--- src/rtl/mul16_seq.sv ---
// mul16_seq -- sequential 16x16 shift-and-add multiplier built around a
// single 16-bit ripple adder (add16). One partial product is accumulated
// per cycle, so a result appears 16 cycles after an accepted start.
//
// Ports:
//   clk      rising-edge clock
//   rst_n    asynchronous active-low reset
//   start    request; only sampled while the unit is not busy
//   a, b     16-bit multiplicand / multiplier, captured on an accepted start
//   busy     high while the 16 iterations are running
//   done     one-cycle pulse, product has just been updated
//   product  32-bit result of the last completed operation (held)
//
// Build option:
//   MUL16_SIGNED_EN  when defined, operands and product are two's-complement.
//                    Magnitudes are multiplied and the sign is applied at the
//                    end, so latency and handshake are identical.

// 16-bit ripple-carry adder
module add16 (
  input  logic [15:0] a,
  input  logic [15:0] b,
  input  logic        cin,
  output logic [15:0] sum,
  output logic        cout
);
  logic [16:0] carry;

  assign carry[0] = cin;

  genvar gi;
  generate
    for (gi = 0; gi < 16; gi++) begin : g_bit
      assign sum[gi]       = a[gi] ^ b[gi] ^ carry[gi];
      assign carry[gi + 1] = (a[gi] & b[gi]) | (carry[gi] & (a[gi] ^ b[gi]));
    end
  endgenerate

  assign cout = carry[16];
endmodule

module mul16_seq (
  input  logic        clk,
  input  logic        rst_n,
  input  logic        start,
  input  logic [15:0] a,
  input  logic [15:0] b,
  output logic        busy,
  output logic        done,
  output logic [31:0] product
);
  typedef enum logic [1:0] {IDLE, RUN, DONE} state_t;

  state_t      state_reg;
  logic [15:0] mcand_reg;
  logic [15:0] mplier_reg;
  logic [15:0] acc_reg;
  logic [4:0]  cnt_reg;
  logic        busy_reg;
  logic        done_reg;
  logic [31:0] product_reg;

  logic [15:0] add_b;
  logic [15:0] add_sum;
  logic        add_cout;
  logic [31:0] shift_next;    // {acc, mplier} after this iteration's shift
  logic [31:0] product_next;
  logic [15:0] mcand_load;
  logic [15:0] mplier_load;

  // Partial product is either the multiplicand or zero, selected by the
  // multiplier LSB; cin is unused.
  assign add_b = mplier_reg[0] ? mcand_reg : 16'h0000;

  add16 u_add16 (
    .a    (acc_reg),
    .b    (add_b),
    .cin  (1'b0),
    .sum  (add_sum),
    .cout (add_cout)
  );

  // Carry-out becomes the new accumulator MSB; the adder LSB moves into the
  // top of the multiplier register as the consumed multiplier bit drops out.
  assign shift_next = {add_cout, add_sum, mplier_reg[15:1]};

`ifdef MUL16_SIGNED_EN
  logic sign_reg;

  // Magnitudes; 16'h8000 negates to itself, which is the correct unsigned
  // magnitude.
  assign mcand_load   = a[15] ? (~a + 16'd1) : a;
  assign mplier_load  = b[15] ? (~b + 16'd1) : b;
  assign product_next = sign_reg ? (~shift_next + 32'd1) : shift_next;
`else
  assign mcand_load   = a;
  assign mplier_load  = b;
  assign product_next = shift_next;
`endif

  always_ff @(posedge clk or negedge rst_n) begin
    if (!rst_n) begin
      state_reg   <= IDLE;
      mcand_reg   <= 16'h0000;
      mplier_reg  <= 16'h0000;
      acc_reg     <= 16'h0000;
      cnt_reg     <= 5'd0;
      busy_reg    <= 1'b0;
      done_reg    <= 1'b0;
      product_reg <= 32'h0000_0000;
`ifdef MUL16_SIGNED_EN
      sign_reg    <= 1'b0;
`endif
    end else begin
      case (state_reg)
        IDLE, DONE: begin
          done_reg <= 1'b0;
          if (start) begin
            mcand_reg  <= mcand_load;
            mplier_reg <= mplier_load;
            acc_reg    <= 16'h0000;
            cnt_reg    <= 5'd0;
            busy_reg   <= 1'b1;
            state_reg  <= RUN;
`ifdef MUL16_SIGNED_EN
            sign_reg   <= a[15] ^ b[15];
`endif
          end else begin
            state_reg <= IDLE;
          end
        end

        RUN: begin
          // start is deliberately ignored here
          acc_reg    <= shift_next[31:16];
          mplier_reg <= shift_next[15:0];
          cnt_reg    <= cnt_reg + 5'd1;
          if (cnt_reg == 5'd15) begin
            product_reg <= product_next;
            done_reg    <= 1'b1;
            busy_reg    <= 1'b0;
            state_reg   <= DONE;
          end
        end

        default: begin
          state_reg <= IDLE;
          busy_reg  <= 1'b0;
          done_reg  <= 1'b0;
        end
      endcase
    end
  end

  assign busy    = busy_reg;
  assign done    = done_reg;
  assign product = product_reg;
endmodule

--- config.mk ---
export PLATFORM = sky130hd
export DESIGN_NAME = mul16_seq
export DESIGN_NICKNAME = d
export VERILOG_FILES = /design/src/rtl/mul16_seq.sv
export SDC_FILE = /design/constraint.sdc
export NUM_CORES = 1
export LEC_CHECK = 0
export CAP_MARGIN = 30
export CORE_UTILIZATION = 47
export DETAILED_ROUTE_END_ITERATION = 16
export HOLD_SLACK_MARGIN = 0.1
export MAX_ROUTING_LAYER = met4
export PLACE_DENSITY_LB_ADDON = 0.12
export SETUP_SLACK_MARGIN = 0.2
export SLEW_MARGIN = 15
export SYNTH_ARGS = -nofsm -noshare
export SYNTH_HDL_FRONTEND = slang
export SYNTH_SLANG_ARGS = --single-unit
--- constraint.sdc ---
create_clock -name clk -period 6.6 [get_ports clk]
set_input_delay 0.99 -clock clk [delete_from_list [all_inputs] [get_ports clk]]
set_output_delay 0.99 -clock clk [all_outputs]
set_load 0.05 [all_outputs]
==> results of run 1 <==
[metrics by stage]
stage	setup slack, ns	total power [mW]	area, um^2	hold slack [ns]
floorplan	0.233	1.90	3880	0.437
global placement	0.212	2.27	4600	0.456
detailed placement	0.114	2.32	4620	0.464
CTS	0.258	2.69	4820	0.475
global route	0.146	2.86	4820	0.507
finish	0.344	2.66	4820	0.472
[placed cells by master, fill, tap and decap left out, types with 14 or more instances in the layout]
master / count
nand2_1: 97
dfrtp_1: 88
clkdlybuf4s50_1: 67
o21ai_0: 19
inv_1: 17
nand3_1: 17
o2bb2ai_1: 17
a22oi_1: 16
mux2_2: 16
fa_2: 14
[final cells by class]
class	instances	area [um^2]	share of cell area, %
inverter	18	67.6	1.40
tap	102	128	2.65
clock buffer	12	145	3.01
timing repair buffer	75	742	15.4
clock inverter	3	42.5	0.882
multi-input combinational	216	1500	31.0
sequential	88	2200	45.7
[synth_stat cells, drive strengths merged]
master   instances  area [um^2]
a21o             1         7.51
a22o             1         8.76
nand4            1         6.26
nand3           17         85.1
mux2            16          180
o2bb2ai         17          149
nor2             3         27.5
fa              15          300
o21ai           19         95.1
nand2b           2         12.5
nor2b            2         12.5
a22oi           16          120
nand2           97          364
and3             1         6.26
ha               3         37.5
mux2i            2         20.0
inv             18         67.6
buf             18          104
nand3b           1         7.51
and2             1         6.26
clkbuf           4         15.0
dfrtp           88         2200
nor3b            1         7.51
[what timing repair did]
action	in CTS	in global routing
gates cloned	0	0
gates resized for setup	4	4
pin swaps	0	0
endpoints found under the setup margin	4	4
[cells by family (layout without fill, tap and decap cells)]
family | after synthesis | in the layout | share of synthesized area (%)
AOI/OAI and AO/OA | 54 | 54 | 9.90
adders and majority gates | 18 | 18 | 8.79
buffers and inverters | 40 | 108 | 4.85
DFF | 88 | 88 | 57.3
muxes | 18 | 18 | 5.21
and+or+nand+nor | 126 | 126 | 13.9
[worst max-delay path, delay by kind of cell, from the launching register on]
| kind | cells | cell delay (ns) |
|---|---|---|
| AO/OA/AOI/OAI | 1 | 0.08 |
| flip-flops | 1 | 0.37 |
| adder cells (fa/ha/maj) | 16 | 5.51 |
| buffers and inverters | 1 | 0.03 |
| AND/OR/NAND/NOR | 1 | 0.13 |
[worst min path at each step]
stage / from / depth (start not counted) / slack (ns) / to
after global placement: cnt_reg[3]$_DFFE_PN0P_ / 1 / 0.46 / cnt_reg[3]$_DFFE_PN0P_
after detailed placement: cnt_reg[3]$_DFFE_PN0P_ / 1 / 0.46 / cnt_reg[3]$_DFFE_PN0P_
final: cnt_reg[3]$_DFFE_PN0P_ / 1 / 0.47 / cnt_reg[3]$_DFFE_PN0P_
after CTS: cnt_reg[3]$_DFFE_PN0P_ / 1 / 0.47 / cnt_reg[3]$_DFFE_PN0P_
after floorplan: cnt_reg[3]$_DFFE_PN0P_ / 1 / 0.44 / cnt_reg[3]$_DFFE_PN0P_
after global routing: acc_reg[2]$_DFFE_PN0P_ / 1 / 0.51 / acc_reg[2]$_DFFE_PN0P_
[metal layers]
| layer | wire, um | GRT usage (%) | vias to the layer above | share of wire [%] |
|---|---|---|---|---|
| li1 | - | - | 1262 | - |
| met1 | 3600 | 28.3 | 1298 | 47 |
| met2 | 3610 | 30.9 | 54 | 48 |
| met3 | 279 | 3.53 | 8 | 3.7 |
| met4 | 106 | 7.81 | 0 | 1.4 |
| met5 | 0 | - | - | 0 |
[power by group]
part	internal (mW)	switching, mW	leakage, nW
combinational	0.512	0.828	0.978
clock	0.183	0.175	0.0925
sequential	0.806	0.155	1.07
==> results.yml, run 1 <==
floorplanning:
  ios: 69
  die-area_um2: 8540
  die_height_um: 92.4
  die_x_um: 92.4
  start_util_pct: 49.2
  core_area_um2: 7810
  rows: 32
sta:
  tns_ns: 0
  relSlewSlack_pct: 35.3
  max_slew.worst_pin.slew_ns: 0.966
  setup_viol: 0
  maxSlewViolCount: 0
  final-hold-violation-count: 0
  period_share_pct: 94.8
  fin_worst_skew_ns: 0.00741
  rsz0062_at_grt: "yes"
  finalCriticalPeriod_ns: 6.26
  fmax_mhz: 160
global_routing:
  grt_max_degree: 62
  grt_pass1_wl_um: 13100
  grtUsageTotal_pct: 20.6
  grt_pass1_vias: 2614
  overflow: 0
  antenna_found_initial: 0
status:
  outcome: "complete, no violations"
synth:
  ys_ff_latch: 88
  synth-seq-area-share_pct: 57.3
  ys_warn_count: 0
  yosysUniqueCellTypes: 26
  synth_area_um2: 3840
  netlist_instances: 344
  syn_area_per_cell_um2: 11.2
  syn-num-nets: 397
clock_network:
  cts_root_buffer: "clkbuf_8"
  clkLatencyLatePin_ns: 0.35
  h-tree-depth: 3
  cts-hold-fix-buffers: 0
  cts_made_buffers: 9
  clockBufferDepth: 2
  clock_sinks: 88
  path_clk_slew_ns: 0.08
  post_cts_buffers: 0
  cts_tree: "built"
detailed_routing:
  drt_iter0_drc: 115
  wl_um: 7600
  vias: 2622
  drt-wirelength-per-cell_um: 14.8
  ant_nets: 0
  via_per_inst: 5.10
  dr.pass1.iters: 4
  drc: 0
worst_setup_path:
  worstRegToRegCells: 19
  r2r_start: "mplier_reg[0]$_DFFE_PN0P_"
  crit_start: "mplier_reg[0]$_DFFE_PN0P_"
  timing.critical_path.mode_cell: "fa_2"
  arrival_ns: 6.48
  slowest_stage: "fa_1"
  cp_max_fo: 2
  path_cells: "and2_1 > ha_2 > inv_2 > fa_2 > fa_2 > fa_2 > fa_2 > fa_2 > fa_2 > fa_2 > fa_2 > fa_2 > fa_2 > fa_2 > fa_2 > fa_2 > fa_2 > fa_1 > o21ai_0"
  cp.required_ns: 6.82
  worstSetupStartpointType: "flop"
  end_kind: "flop"
  path_class: "flop to flop"
  max_stage_delay_ns: 0.50
  endpoint: "product[30]$_DFFE_PN0P_"
  reg2reg_slack_ns: 0.34
  r2r-end: "product[30]$_DFFE_PN0P_"
finish:
  drive_gt1_share_pct: 13.6
  synthToLayoutAreaGrowth_pct: 25.5
  layout.nets: 461
  diodes: 0
  largest_reg_flops: 32
  utilization_pct: 61.8
  instances_no_fill: 514
  fillCellCount: 659
placed_design:
  hpwl_um: 5270
  gp_congestion: 0.755
  io_buffers: 68
  dp.cells: 499
pwr:
  p_leak_nw: 2.14
  powerDensity_nw_per_um2: 551
  ir_drop_v: 0.000223
flow_run:
  max-cap-violations: 0
hold_path:
  hp-class: "flop to flop"
No activity file was read; power rests on OpenSTA's default activity.
==> run 2: changes to the inputs <==
MAX_ROUTING_LAYER = default   (was met4)
==> results.yml, run 2 (synthesis results as in run 1) <==
global_routing:
  grt_max_degree: 62
  grt_pass1_vias: 2613
  grtUsageTotal_pct: 20.1
  grt_pass1_wl_um: 13100
  antenna_found_initial: 0
  overflow: 0
worst_setup_path:
  cp.required_ns: 6.82
  path_class: "flop to flop"
  cp_max_fo: 2
  worstSetupStartpointType: "flop"
  end_kind: "flop"
  arrival_ns: 6.48
floorplanning:
  ios: 69
  start_util_pct: 49.2
  die_x_um: 92.4
  die-area_um2: 8540
  rows: 32
  die_height_um: 92.4
  core_area_um2: 7810
placed_design:
  io_buffers: 68
  hpwl_um: 5270
  gp_congestion: 0.746
  dp.cells: 499
  place_ws_ns: 0.114
sta:
  fin_worst_skew_ns: 0.00971
  maxSlewViolCount: 0
  period_share_pct: 94.8
  relSlewSlack_pct: 35.4
  finalCriticalPeriod_ns: 6.26
  setup_slack_ns: 0.344
  tns_ns: 0
  fmax_mhz: 160
  rsz0062_at_grt: "yes"
  setup_viol: 0
  max_slew.worst_pin.slew_ns: 0.964
  final-hold-violation-count: 0
clock_network:
  cts_resized: 4
  post_cts_buffers: 0
  cts_made_buffers: 9
  clock_sinks: 88
  clockBufferDepth: 2
  cts_tree: "built"
  cts-hold-fix-buffers: 0
  path_clk_slew_ns: 0.08
  h-tree-depth: 3
  cts_root_buffer: "clkbuf_8"
  clkLatencyLatePin_ns: 0.35
detailed_routing:
  drt_iter0_drc: 123
  drt-wirelength-per-cell_um: 14.8
  ant_nets: 0
  dr.pass1.iters: 4
  wl_um: 7610
  drc: 0
  via_per_inst: 5.12
  vias: 2633
finish:
  drive_gt1_share_pct: 13.6
  fillCellCount: 659
  register_area_um2: 2200
  synthToLayoutAreaGrowth_pct: 25.5
  layout.nets: 461
  multi_input_area_um2: 1500
  utilization_pct: 61.8
  diodes: 0
  mostFrequentLayoutCells: "97 x nand2_1, 88 x dfrtp_1, 67 x clkdlybuf4s50_1"
  instances_no_fill: 514
  final_common_cell: "nand2_1"
  largest_reg_flops: 32
hold_path:
  hp-class: "flop to flop"
pwr:
  finalPower_mw: 2.66
  ir_drop_v: 0.000223
  p_leak_nw: 2.14
  powerDensity_nw_per_um2: 551
flow_run:
  max-cap-violations: 0
status:
  outcome: "complete, no violations"
run 2: cell type report:
| cell class | instances | share of cell area, % |
|---|---|---|
| well taps | 102 | 2.65 |
| multi-input cells | 216 | 31.0 |
| clock buffers | 12 | 3.01 |
| clock inverters | 3 | 0.882 |
| inverters | 18 | 1.40 |
| flip-flops and latches | 88 | 45.7 |
| repair buffers | 75 | 15.4 |
run 2: report_power, final:
part / total [mW] / internal, mW / leakage (nW) / switching [mW]
combinational: 1.34 / 0.512 / 0.978 / 0.827
clock: 0.359 / 0.183 / 0.0925 / 0.176
sequential: 0.961 / 0.806 / 1.07 / 0.155
run 2: metal layers:
layer,track usage (%),vias up,part of all wire (%)
met4,7.03,0,1.5
met3,4.27,9,4.5
met1,28.4,1295,47
met2,30.9,64,47
li1,-,1265,-
met5,0,-,0
run 2: worst max-delay path, stage by stage, from the launching register on:
cell	delay, ns
dfrtp_1	0.37
and2_1	0.13
ha_2	0.16
inv_2	0.03
fa_2	0.34
fa_2	0.36
fa_2	0.35
fa_2	0.34
fa_2	0.35
fa_2	0.34
fa_2	0.34
fa_2	0.35
fa_2	0.34
fa_2	0.35
fa_2	0.35
fa_2	0.34
fa_2	0.35
fa_2	0.35
fa_1	0.50
o21ai_0	0.08
run 2: through the flow:
| stage | hold WS (ns) | instance area, um^2 |
|---|---|---|
| after floorplan | 0.437 | 3880 |
| after detailed placement | 0.464 | 4620 |
| final | 0.473 | 4820 |
| after CTS | 0.475 | 4820 |
| after global routing | 0.508 | 4820 |
| after global placement | 0.456 | 4600 |
run 2: worst paths after layout:
path                                           startpoint                       end  slack (ns)  depth (start not counted)
min in group asynchronous                           rst_n   product[27]$_DFFE_PN0P_        0.54                          1
worst min register to register     cnt_reg[3]$_DFFE_PN0P_    cnt_reg[3]$_DFFE_PN0P_        0.47                          1
worst max register to register  mplier_reg[0]$_DFFE_PN0P_   product[30]$_DFFE_PN0P_        0.34                         19
worst max-delay path            mplier_reg[0]$_DFFE_PN0P_   product[30]$_DFFE_PN0P_        0.34                         19
max in group asynchronous                           rst_n  mcand_reg[1]$_DFFE_PN0P_        4.98                          2
worst min-delay path               cnt_reg[3]$_DFFE_PN0P_    cnt_reg[3]$_DFFE_PN0P_        0.47                          1
